**config.mk**
```make
export PLATFORM = sky130hd
export DESIGN_NAME = bcd_to_bin
export DESIGN_NICKNAME = d
export VERILOG_FILES = /design/src/rtl/bcd_to_bin.sv
export SDC_FILE = /design/constraint.sdc
export NUM_CORES = 1
export LEC_CHECK = 0
export CORE_MARGIN = 2
export CORE_UTILIZATION = 50
export DETAILED_ROUTE_END_ITERATION = 8
export GPL_ROUTABILITY_DRIVEN = 1
export PLACE_DENSITY = 0.7
export SYNTH_ARGS = -nofsm -noshare
export SYNTH_HDL_FRONTEND = slang
export SYNTH_SLANG_ARGS = --single-unit
```
**constraint.sdc**
```tcl
create_clock -name clk -period 8.05 [get_ports clk]
set_input_delay 1.2075 -clock clk [delete_from_list [all_inputs] [get_ports clk]]
set_output_delay 1.2075 -clock clk [all_outputs]
set_load 0.02 [all_outputs]
```
**src/rtl/bcd_to_bin.sv**
```systemverilog
// ---------------------------------------------------------------------------
// bcd_to_bin
// Sequential converter from a four-digit packed-BCD number (0..9999) to a
// 14-bit unsigned binary value. It runs one digit per clock using a
// multiply-by-ten-and-add accumulator, so a valid request completes four
// edges after it is accepted.
//
// A request with any digit above 9 is rejected on the acceptance edge itself.
// In that case bin_out is cleared, error_o is set, and done_o pulses for
// one cycle.
//
// Ports
//   clk            rising-edge clock for all state
//   rst_n          asynchronous active-low reset
//   start_i        conversion request, sampled only while idle
//   bcd_thousands  most significant BCD digit
//   bcd_hundreds   BCD digit
//   bcd_tens       BCD digit
//   bcd_ones       least significant BCD digit
//   busy_o         high while a conversion is in progress
//   done_o         one-cycle pulse when a result or an error is available
//   bin_out        registered binary result, held between done_o pulses
//   error_o        registered flag: the last accepted request had a bad digit
// ---------------------------------------------------------------------------
module bcd_to_bin (
   input  logic        clk,
   input  logic        rst_n,
   input  logic        start_i,
   input  logic [3:0]  bcd_thousands,
   input  logic [3:0]  bcd_hundreds,
   input  logic [3:0]  bcd_tens,
   input  logic [3:0]  bcd_ones,
   output logic        busy_o,
   output logic        done_o,
   output logic [13:0] bin_out,
   output logic        error_o
);

   typedef enum logic {
      IDLE = 1'b0,
      CONV = 1'b1
   } state_t;

   state_t      state;
   state_t      state_nxt;

   logic [3:0]  dig_th;
   logic [3:0]  dig_hu;
   logic [3:0]  dig_te;
   logic [3:0]  dig_on;
   logic [13:0] acc;
   logic [1:0]  cnt;

   logic        accept;
   logic        bad_digit;
   logic        last_step;
   logic [3:0]  cur_digit;

   // acc*10 + d using shifts. The largest result is 9999, which fits in
   // 14 bits, so no wrap handling is needed.
   function automatic logic [13:0] mac10(input logic [13:0] a, input logic [3:0] d);
      return (a << 3) + (a << 1) + {10'd0, d};
   endfunction

   always_comb begin
      bad_digit = (bcd_thousands > 4'd9) || (bcd_hundreds > 4'd9) ||
                  (bcd_tens > 4'd9)      || (bcd_ones > 4'd9);
      accept    = (state == IDLE) && start_i;
      last_step = (state == CONV) && (cnt == 2'd3);
      unique case (cnt)
         2'd0:    cur_digit = dig_th;
         2'd1:    cur_digit = dig_hu;
         2'd2:    cur_digit = dig_te;
         default: cur_digit = dig_on;
      endcase
   end

   // State register
   always_ff @(posedge clk or negedge rst_n) begin
      if (!rst_n) state <= IDLE;
      else        state <= state_nxt;
   end

   // Next-state logic. A rejected request never leaves IDLE.
   always_comb begin
      state_nxt = state;
      case (state)
         IDLE:    if (start_i && !bad_digit) state_nxt = CONV;
         CONV:    if (cnt == 2'd3)           state_nxt = IDLE;
         default: state_nxt = IDLE;
      endcase
   end

   assign busy_o = (state == CONV);

   // Digit capture, accumulator and registered outputs
   always_ff @(posedge clk or negedge rst_n) begin
      if (!rst_n) begin
         dig_th  <= 4'd0;
         dig_hu  <= 4'd0;
         dig_te  <= 4'd0;
         dig_on  <= 4'd0;
         acc     <= 14'd0;
         cnt     <= 2'd0;
         done_o  <= 1'b0;
         bin_out <= 14'd0;
         error_o <= 1'b0;
      end else begin
         done_o <= 1'b0;
         if (accept) begin
            dig_th <= bcd_thousands;
            dig_hu <= bcd_hundreds;
            dig_te <= bcd_tens;
            dig_on <= bcd_ones;
            acc    <= 14'd0;
            cnt    <= 2'd0;
            if (bad_digit) begin
               bin_out <= 14'd0;
               error_o <= 1'b1;
               done_o  <= 1'b1;
            end else begin
               error_o <= 1'b0;
            end
         end else if (state == CONV) begin
            acc <= mac10(acc, cur_digit);
            cnt <= cnt + 2'd1;
            // The fourth step publishes its sum directly, so the result
            // appears on the same edge as done_o.
            if (last_step) begin
               bin_out <= mac10(acc, cur_digit);
               done_o  <= 1'b1;
            end
         end
      end
   end

endmodule

```
# --- Word level (Yosys, flattened, before mapping) ---
# Index checks and enable logic that the tools add are counted.
op_classes:
  eq_ne: 4
  n_lt_le_gt_ge: 4
  shifts: 0
  add_sub_neg: 3
  multipliers: 0
  div: 0
  n_mux: 16
  reduce_logical: 11
  bitwise_logic: 1
ops:
  columns: ["op", "n"]
  rows:
  - ["14-bit 2-to-1 mux", 4]
  - ["13-bit 2-to-1 mux", 2]
  - ["4-bit > comparator (second input constant)", 4]
  - ["14-bit adder", 1]
  - ["14-bit by 4-bit adder with 14-bit output", 1]
  - ["4-bit one-hot mux with 3 select lines", 1]
  - ["1-bit 2-to-1 mux", 6]
  - ["2-bit equality test (second input constant)", 2]
  - ["2-bit 2-to-1 mux", 2]
  - ["2-bit nonzero test", 2]
  - ["1-bit logical AND", 3]
  - ["1-bit logical OR", 3]
  - ["3-bit AND reduction", 1]
  - ["2-bit by 1-bit adder with 2-bit output (second input constant)", 1]
  - ["2-bit by 1-bit equality test with 1-bit output (second input constant)", 1]
  - ["2-bit logical NOT", 1]
  - ["2-bit by 1-bit inequality test with 1-bit output (second input constant)", 1]
  - ["1-bit one-hot mux with 2 select lines", 1]
  - ["1-bit logical NOT", 1]
  - ["1-bit inverter", 1]
totals:
  latchBits: 0
  reg_bits: 48
  romBits: 0
  ram_bits: 0
  inputBits: 19
  n_memories: 0

# --- Depth between registers and ports, before layout ---
# Gate-level depths: netlist of the first run.
depth:
  depth_word: 8
  mapped_depth: 13
  ltp_nobuf: 13

# --- Worst setup path after synthesis of the first run ---
# OpenSTA, ideal clock, no wires.
synth_path:
  path_kind: "flip-flop to flip-flop"
  start: "reg cnt[0]"
  end: "reg acc[12]"
  synth_period_minus_slack_ns: 3.272
  slack_ns: 4.778
  t_arrival_ns: 3.151
  n_path_buf: 0
  path_stages_with_launch: 13
  setup_time_ns: 0.121
  cell_sequence: "dfrtp_1 inv_1 ha_1 a222oi_1 mux2i_1 ha_1 ha_1 fa_1 a21o_1 a221oi_1 o221ai_1 xnor2_1 a22o_1"
synth_between:
  elab_chain_cells: 5
  elab_cells_between_ends: 7
  classes_between: "add/sub: 1; eq/ne: 2; mux: 3; reduce/logical: 1"
synth_rtl:
  columns: ["item", "line_no", "text"]
  rows:
  - ["start, declared", "52", "logic [1:0] cnt;"]
  - ["start signal, assigned", "126", "cnt <= cnt + 2'd1;"]
  - ["2-bit equality test, or another cell as far along", "70", "unique case (cnt)"]
  - ["4-bit one-hot mux with 3 select lines *", "70", null]
  - ["14-bit by 4-bit adder with 14-bit output *", null, null]
  - ["13-bit 2-to-1 mux *", "124", "end else if (state == CONV) begin"]
  - ["13-bit 2-to-1 mux *", "110", "if (accept) begin"]
  - ["end signal, assigned", "125", "acc <= mac10(acc, cur_digit);"]
  - ["end, declared", "51", "logic [13:0] acc;"]
# Every way passes the cells marked *; elsewhere a longest branch is shown, timed or not. The select of a mux whose other input is x is not followed.
# A chain may end at the register's enable or synchronous reset.

# --- Worst setup path after layout of the first run ---
# Same ends and word-level chain as after synthesis.

==> results.json, run 1 <==
{
  "synth_simple_gate_area_frac": 0.1604,
  "avgSynthCellArea_um2": 9.760,
  "grt_max_degree": 49,
  "rr_worst_depth": 12,
  "cts_buffers": 5,
  "ys_ff_latch": 48,
  "grt_pass1_wl_um": 10160,
  "drive_gt1_frac": 0.04590,
  "nNetsFinal": 352,
  "die_w_um": 76.73,
  "synth_compound_area_frac": 0.1736,
  "grt_pass1_vias": 2149,
  "synth_xor_area_frac": 0.02649,
  "power_density_mw_per_mm2": 371.4,
  "post-route-util": 0.6195,
  "crit_top_cell": "ha_1",
  "max_slew_margin": 0.1179,
  "min_period_ps": 3616,
  "fin_skew_ps": 5.213,
  "wl_met2_um": 2858,
  "pre_cts_ws_ps": 4484,
  "cp_cell_sequence": "inv_1, ha_1, a222oi_1, mux2i_1, ha_1, ha_1, fa_1, a21o_1, a221oi_1, o221ai_1, xnor2_1, a22o_1",
  "p_total_mw": 1.175,
  "slowest_stage": "a221oi_1",
  "synth_edf_count": 0,
  "cp.arrival_ps": 3810,
  "fill_cells": 460,
  "cts_tree": "yes",
  "viasPerCell": 5.587,
  "clockRootBuffer": "clkbuf_8",
  "synth-seq-area-share": 0.4541,
  "grtUsageTotal": 0.2164,
  "die_area_mm2": 0.005887,
  "hold_depth": 2,
  "required_ps": 8240,
  "cts_sinks": 48,
  "io_pins": 36,
  "synthMuxAreaShare": 0.007569,
  "fmax_mhz": 276.5,
  "synth_top_flop_cell": "dfrtp_1",
  "async_reset_ff_frac": 1.000,
  "cpPeakStageDelay_ps": 480,
  "diodes": 0,
  "h-tree-depth": 2,
  "wl_um": 5813,
  "hold_path_class": "flop to flop",
  "setup_tns_ps": 0,
  "synth_top_family_by_area": "compound AO/OA/AOI/OAI gates",
  "final_max_slew_viol_count": 0,
  "end_kind": "flop",
  "seq_area_mm2": 0.001201,
  "clk_latency_ps": 300,
  "rows": 26,
  "netlist_instances": 271,
  "synth_cell_types": 41,
  "multiInputGateArea_mm2": 0.001351,
  "vias": 2095,
  "routed.top_layer": "met4",
  "met3WireLength_um": 253,
  "gp_congestion": 0.8225,
  "hold_buffers": 0,
  "status": "complete, no violations",
  "area_delta_synth_final_pct": 19.63,
  "netlist_area_mm2": 0.002645,
  "cts.repair.resized": 0,
  "maxCapViolCount": 0,
  "core-area_mm2": 0.005107,
  "post_cts_buffers": 0,
  "ys_warn_count": 0,
  "ir_worst_vdd_mv": 0.1640,
  "setup_viol_count_final": 0,
  "final_cell_mix": "nand2_1 (64), dfrtp_1 (48), clkdlybuf4s50_1 (34), ha_1 (27)",
  "gr-total-overflow": 0,
  "hpwl_um": 4284,
  "p_leak_nw": 1.576,
  "ant_nets": 0,
  "final_common_cell": "nand2_1",
  "drt-initial-drc-count": 186,
  "wl_met1_um": 2556,
  "cts_buffer_depth": 2,
  "fin_cells": 375,
  "finalCritPeriodShare": 0.4492,
  "rsz0062_at_grt": "no",
  "dpl_cell_area_mm2": 0.003053,
  "path_clk_slew_ps": 90,
  "crit_type": "flop to flop",
  "cp-start-kind": "flop",
  "critPathMaxFanout": 6,
  "worst_hold_slack_ps": 476.9,
  "final_area_mm2": 0.003164,
  "syn_nets": 319,
  "die_h_um": 76.73,
  "route.detailed.drc": 0,
  "start_util": 0.5179,
  "io_buffers": 35,
  "drtPass1Iterations": 4,
  "synth_fa_ha_area_frac": 0.1429,
  "antenna_found_initial": 0,
  "worst_pin_slew_ps": 1323,
  "hold_violations": 0,
  "finalWorstSetupSlack_ps": 4434,
  "wl_per_cell_um": 15.50,
  "dpl.cell_count": 367
}
==> sequential cells by signal, indices dropped and copies added (netlist names) <==
signal / cells
dig_hu: 4
dig_th: 4
acc: 13
busy_o: 1
dig_te: 4
bin_out: 14
dig_on: 4
done_o: 1
cnt: 2
error_o: 1
==> cell type report <==
type / count / area share
Timing Repair Buffer: 38 / 0.1163
Inverter: 12 / 0.01423
Clock buffer: 5 / 0.02175
Sequential cell: 48 / 0.3796
Clock inverter: 3 / 0.01344
Multi-Input combinational cell: 199 / 0.4270
Tap cell: 70 / 0.02768
==> synth_stat cells (2+ instances only) <==
cell      count  area share
nand4_1       2      0.0047
buf_2         2      0.0038
nand3b_1      2      0.0057
ha_1         27        0.13
nand2_1      64       0.091
o21ai_0      13       0.025
a22o_1       13       0.043
xor2_1        3      0.0099
xnor2_1       5       0.017
dfrtp_1      48        0.45
clkbuf_1      9       0.013
inv_1        12       0.017
mux2i_1       2      0.0076
nor2b_1       2      0.0047
or3_1         2      0.0047
a21oi_1       6       0.011
fa_1          2       0.015
o21a_1        2      0.0057
a21o_1        4       0.011
nor2_1       13       0.018
a32o_1        7       0.026
a222oi_1      4       0.015
nand3_1       8       0.015
nor3b_1       2      0.0057
==> worst max-delay path: cells and delay by family, from the launching register on <==
kind	cells	cell delay [ps]
flops	1	440
xor+xnor	1	180
fa+ha+maj	4	1160
compound gates	5	1490
buf+inv	1	90
mux	1	130
==> cell families (layout without fill, tap and decap cells) <==
| logic type | count (synthesis) | count (layout) |
|---|---|---|
| compound gates | 61 | 61 |
| xor+xnor | 8 | 8 |
| fa+ha+maj | 29 | 29 |
| buf+inv | 24 | 58 |
| flops | 48 | 48 |
| mux | 2 | 2 |
| simple gates | 99 | 99 |
==> metal layers <==
layer,track usage,up-vias
met5,0,-
met4,0.07273,0
met1,0.2804,998
li1,-,1026
met3,0.03647,15
met2,0.3684,56
==> report_power, final <==
group,internal (mW),switching (mW)
clock,0.0920,0.0825
combinational,0.258,0.344
sequential,0.333,0.0655
==> worst paths after layout <==
| kind | endpoint | slack, ps | from |
|---|---|---|---|
| worst max register to register | acc[12] | 4430 | cnt[0] |
| worst max-delay path | acc[12] | 4430 | cnt[0] |
| max in group asynchronous | acc[9] | 6320 | rst_n |
| worst min-delay path | bin_out[1] | 480 | bin_out[1] |
| min in group asynchronous | bin_out[2] | 1090 | rst_n |
| worst min register to register | bin_out[1] | 480 | bin_out[1] |
Power figures use the tool's default switching activity.
==> inputs of run 2 (changes only) <==
--- a/config.mk
+++ b/config.mk
@@ -6,10 +6,10 @@
 export NUM_CORES = 1
 export LEC_CHECK = 0
 export CORE_MARGIN = 2
-export CORE_UTILIZATION = 50
+export CORE_UTILIZATION = 49
 export DETAILED_ROUTE_END_ITERATION = 8
 export GPL_ROUTABILITY_DRIVEN = 1
-export PLACE_DENSITY = 0.7
+export PLACE_DENSITY = 0.71
 export SYNTH_ARGS = -nofsm -noshare
 export SYNTH_HDL_FRONTEND = slang
 export SYNTH_SLANG_ARGS = --single-unit
==> constraint.sdc (replaced) <==
create_clock -name clk -period 3.07 [get_ports clk]
set_input_delay 0.4605 -clock clk [delete_from_list [all_inputs] [get_ports clk]]
set_output_delay 0.4605 -clock clk [all_outputs]
set_load 0.02 [all_outputs]
==> run 2 against run 1 <==
Compared with the run above:
- the run now ends with setup timing left
- die area increased by 1.9%
- highest routed layer unchanged
- register-to-register slack lost 4500 ps
- global-route usage shrank 0.81 points
- largest cell class unchanged
- flip-flop and latch count unchanged
- design area grew 6.3%
- hold slack worse by 130 ps
- utilization grew 3.1 points
- cell count grew 3.5%
- sequential share of layout area is 2.3 points lower
- clock power grew to 2.6 times the previous value
- first-iteration DRC count decreased by 20%
==> results.json, run 2 (same netlist as run 1, synthesis figures left out) <==
{
  "power_density_mw_per_mm2": 974.2,
  "end_kind": "flop",
  "die_area_mm2": 0.006002,
  "h-tree-depth": 2,
  "required_ps": 3270,
  "fin_skew_ps": 5.216,
  "largest_reg_flops": 14,
  "p_leak_nw": 1.649,
  "slowest_stage": "dfrtp_1",
  "maxCapViolCount": 0,
  "rows": 26,
  "worst_hold_slack_ps": 343.9,
  "viasPerCell": 5.505,
  "hold_path_class": "input pin to async pin",
  "met3WireLength_um": 180,
  "finalWorstSetupSlack_ps": -19.47,
  "drive_gt1_frac": 0.1352,
  "grt_pass1_wl_um": 9860,
  "ant_nets": 0,
  "ir_worst_vdd_mv": 0.4528,
  "drtPass1Iterations": 4,
  "routed.top_layer": "met4",
  "largestRegisters": "bin_out (14), acc (13)",
  "grt_pass1_vias": 2099,
  "rsz0062_at_grt": "yes",
  "min_period_ps": 3089,
  "route.detailed.drc": 0,
  "cts_buffer_depth": 2,
  "crit_family": "compound AO/OA/AOI/OAI gates",
  "p_clk_frac": 0.139,
  "p_total_mw": 3.278,
  "final_max_slew_viol_count": 0,
  "rr_worst_depth": 12,
  "cts_sinks": 48,
  "start_util": 0.5114,
  "diodes": 0,
  "intPower_mw": 1.922,
  "cpPeakStageDelay_ps": 420,
  "grt_max_degree": 49,
  "wl_met1_um": 2940,
  "io_buffers": 35,
  "pre_cts_ws_ps": -150.4,
  "final_common_cell": "nand2_1",
  "seq_area_mm2": 0.001201,
  "antenna_found_initial": 0,
  "io_pins": 36,
  "fill_cells": 424,
  "path_clk_slew_ps": 90,
  "max_slew_margin": 0.2896,
  "gr-total-overflow": 0,
  "switching_share": 0.4137,
  "wl_per_cell_um": 15.04,
  "wl_um": 5836,
  "r2r_slack_ps": -20,
  "wl_met2_um": 2614,
  "critPathMaxFanout": 4,
  "hold_buffers": 0,
  "cp.arrival_ps": 3290,
  "largest_register": "bin_out",
  "p_switching_mw": 1.356,
  "crit_type": "flop to flop",
  "cp_cell_sequence": "inv_2, ha_4, a222oi_1, mux2i_1, ha_1, ha_2, fa_2, a21o_1, a221oi_4, o21ai_1, xor2_1, a22o_1",
  "cts_tree": "yes",
  "setup_viol_count_final": 2,
  "worstReg2RegEnd": "acc[10]",
  "grtUsageTotal": 0.2083,
  "cp-start-kind": "flop",
  "finalCritPeriodShare": 1.006,
  "area_delta_synth_final_pct": 27.20,
  "clk_latency_ps": 310,
  "pwr-share-seq": 0.325,
  "die_w_um": 77.47,
  "hold_violations": 0,
  "post-route-util": 0.6505,
  "worst_pin_slew_ps": 1066,
  "hpwl_um": 4201,
  "r2r-start": "cnt[1]",
  "violations": "setup timing",
  "gp_congestion": 0.8986,
  "core-area_mm2": 0.005172,
  "cts_buffers": 5,
  "vias": 2136,
  "drt-initial-drc-count": 149,
  "critPathBufInv": 1,
  "multiInputGateArea_mm2": 0.001454,
  "nNetsFinal": 365,
  "clockRootBuffer": "clkbuf_8",
  "die_h_um": 77.47,
  "fmax_mhz": 323.7,
  "final_cell_mix": "nand2_1 (64), dfrtp_1 (48), clkdlybuf4s50_1 (34), ha_1 (22), buf_4 (15)",
  "status": "finished, violations left",
  "p_comb_frac": 0.536
}
==> run 2: cell types whose count changed in the layout (fill, tap and decap cells not counted), moves of 2 or more <==
cell   before  now
buf_4       3   15
ha_1       27   22
inv_1      12    8
inv_2       0    4
ha_4        0    3
ha_2        0    2
==> run 2: final cells by class <==
cell class,instances,area share
flip-flops and latches,48,0.3570
well taps,70,0.02603
inverters,12,0.01339
repair buffers,51,0.1395
clock inverters,2,0.01041
clock buffers,6,0.02157
multi-input cells,199,0.4321
==> run 2: worst max-delay path by stage <==
stage               cells past startpoint  endpoint   start  slack (ps)
CTS                                    12   acc[12]  cnt[1]         -20
global route                           13   acc[10]  cnt[0]        -170
floorplan                              12   acc[12]  cnt[0]          10
global placement                       12   acc[12]  cnt[0]         -40
detailed placement                     12   acc[12]  cnt[0]        -150
finish                                 12   acc[10]  cnt[1]         -20
==> run 2: per-layer routing <==
layer / up-vias / global-route usage
li1: 1056 / -
met1: 1034 / 0.2902
met2: 36 / 0.3200
met3: 10 / 0.04186
met4: 0 / 0.08214
met5: - / 0
==> run 2: power by group through the flow <==
stage	logic, mW	registers [mW]	clock network (mW)
after global routing	1.96	1.10	0.492
after CTS	1.65	1.06	0.463
final	1.76	1.06	0.457
after floorplan	1.07	1.08	0
after global placement	1.55	1.07	0
after detailed placement	1.58	1.07	0
==> run 2: stage by stage <==
step	instance area, um^2	setup TNS (ps)	std cells
floorplan	2661	0	271
global placement	3114	-78.37	373
detailed placement	3114	-620.7	373
CTS	3288	-36.56	384
global route	3364	-941.6	388
finish	3364	-33.61	388
==> run 2: what timing repair did <==
item / CTS / global route
setup buffers: 3 / 4
pin swaps: 6 / 16
setup endpoints to repair: 9 / 13
gates resized for setup: 10 / 9
==> inputs of run 3 (changes only) <==
--- a/config.mk
+++ b/config.mk
@@ -6,10 +6,10 @@
 export NUM_CORES = 1
 export LEC_CHECK = 0
 export CORE_MARGIN = 2
-export CORE_UTILIZATION = 49
+export CORE_UTILIZATION = 30
 export DETAILED_ROUTE_END_ITERATION = 8
 export GPL_ROUTABILITY_DRIVEN = 1
-export PLACE_DENSITY = 0.71
+export PLACE_DENSITY = 0.47
 export SYNTH_ARGS = -nofsm -noshare
 export SYNTH_HDL_FRONTEND = slang
 export SYNTH_SLANG_ARGS = --single-unit
==> run 3 against run 2 <==
Compared with the run above:
- die area up 60%
- clock power about the same
- the run still ends with setup timing left
- non-clock buffer count up 2
- highest routed layer unchanged
- sequential power about the same
- critical path type unchanged
- critical endpoint is now acc[12]
- sequential share of layout area down 0.56 points
- first-iteration DRC count down 61%
==> results.json, run 3 (same netlist as run 1, synthesis figures left out) <==
{
  "status": "finished, violations left",
  "violations": "setup timing",
  "drt-initial-drc-count": 58,
  "p_leak_nw": 1.662,
  "antenna_found_initial": 0,
  "h-tree-depth": 2,
  "largest_register": "bin_out",
  "fin_skew_ps": 11.05,
  "drive_gt1_frac": 0.1438,
  "dpl.cell_count": 416,
  "final_area_mm2": 0.003422,
  "ir_worst_vdd_mv": 0.3226,
  "start_util": 0.3063,
  "cts_buffers": 5,
  "viasPerCell": 5.009,
  "cts_tree": "yes",
  "cp-start-kind": "flop",
  "power_density_mw_per_mm2": 967.9,
  "end_kind": "flop",
  "largest_reg_flops": 14,
  "wl_met2_um": 3068,
  "finalCritPeriodShare": 1.035,
  "die_w_um": 97.90,
  "grtUsageTotal": 0.1487,
  "route.detailed.drc": 0,
  "hold_path_class": "input pin to async pin",
  "area_delta_synth_final_pct": 29.38,
  "path_clk_slew_ps": 100,
  "diodes": 0,
  "critPathMaxFanout": 4,
  "r2r_slack_ps": -110,
  "routed.top_layer": "met4",
  "dpl_cell_area_mm2": 0.003199,
  "post-route-util": 0.3963,
  "final_cell_mix": "nand2_1 (64), dfrtp_1 (47), clkdlybuf4s50_1 (34), ha_1 (23), buf_4 (18)",
  "hpwl_um": 4751,
  "final_common_cell": "nand2_1",
  "wl_per_cell_um": 15.43,
  "hold_buffers": 0,
  "fmax_mhz": 314.8,
  "grt_max_degree": 49,
  "die_h_um": 97.90,
  "wl_met1_um": 3197,
  "final_max_slew_viol_count": 0,
  "fin_cells": 428,
  "hold_violations": 0,
  "io_buffers": 35,
  "maxCapViolCount": 0,
  "rows": 34,
  "gp_congestion": 0.8633,
  "nNetsFinal": 367,
  "rsz0062_at_grt": "yes",
  "grt_pass1_vias": 2337,
  "min_period_ps": 3177,
  "drtPass1Iterations": 4,
  "required_ps": 3260,
  "crit_type": "flop to flop",
  "cp.arrival_ps": 3370,
  "p_total_mw": 3.312,
  "worst_pin_slew_ps": 642.9,
  "gr-total-overflow": 0,
  "clockRootBuffer": "clkbuf_8",
  "pre_cts_ws_ps": -251.1,
  "max_slew_margin": 0.5714,
  "finalWorstSetupSlack_ps": -106.7,
  "fill_cells": 874,
  "wl_um": 6603,
  "worst_hold_slack_ps": 250.0,
  "ant_nets": 0,
  "largestRegisters": "bin_out (14), acc (13)",
  "met3WireLength_um": 218,
  "io_pins": 36,
  "die_area_mm2": 0.009583,
  "cts_sinks": 48,
  "grt_pass1_wl_um": 11590,
  "setup_viol_count_final": 8,
  "clk_latency_ps": 300,
  "cts_buffer_depth": 2,
  "setup_tns_ps": -451.6,
  "vias": 2144,
  "core-area_mm2": 0.008636
}
[run 3: final cells by class]
cell class	count	area [um^2]	area share
Multi-Input combinational cell	199	1451	0.4241
Sequential cell	48	1202	0.3514
Timing Repair Buffer	53	480.5	0.1404
Tap cell	108	135.1	0.03949
Clock buffer	6	72.57	0.02121
Inverter	12	45.04	0.01316
Clock inverter	2	35.03	0.01024
[run 3: what timing repair did]
action | 4_1_cts | 5_1_grt
gates resized for setup | 8 | 13
setup endpoints to repair | 13 | 14
pin swaps | 10 | 15
setup buffers | 1 | 3
[run 3: worst paths after layout]
check	depth (start not counted)	from	endpoint
setup / recovery	12	cnt[0]	acc[12]
hold / removal	2	rst_n	bin_out[3]
setup reg to reg	12	cnt[0]	acc[12]
hold reg to reg	2	bin_out[1]	bin_out[1]
max in group asynchronous	2	rst_n	cnt[1]
min in group clk	2	bin_out[1]	bin_out[1]
[run 3: routing by layer]
metal / GRT usage / up-vias
li1: - / 1054
met4: 0.04167 / 0
met5: 0 / -
met3: 0.02720 / 11
met1: 0.1987 / 1039
met2: 0.2476 / 40
[run 3: where the power goes]
group | leakage, nW | internal (mW) | switching [mW] | total, mW
Clock | 0.0552 | 0.242 | 0.218 | 0.460
Combinational | 0.987 | 0.815 | 0.964 | 1.78
Sequential | 0.620 | 0.874 | 0.200 | 1.07
[run 3: critical path, cell delays in order (launching register included)]
cell and delay (ps):
dfrtp_1 400, inv_2 80, ha_4 170, a222oi_1 370, mux2i_1 140, ha_1 300, ha_2 200, fa_2 350
a21o_1 210, a221oi_4 310, o221ai_2 140, xnor2_1 160, a22o_1 230
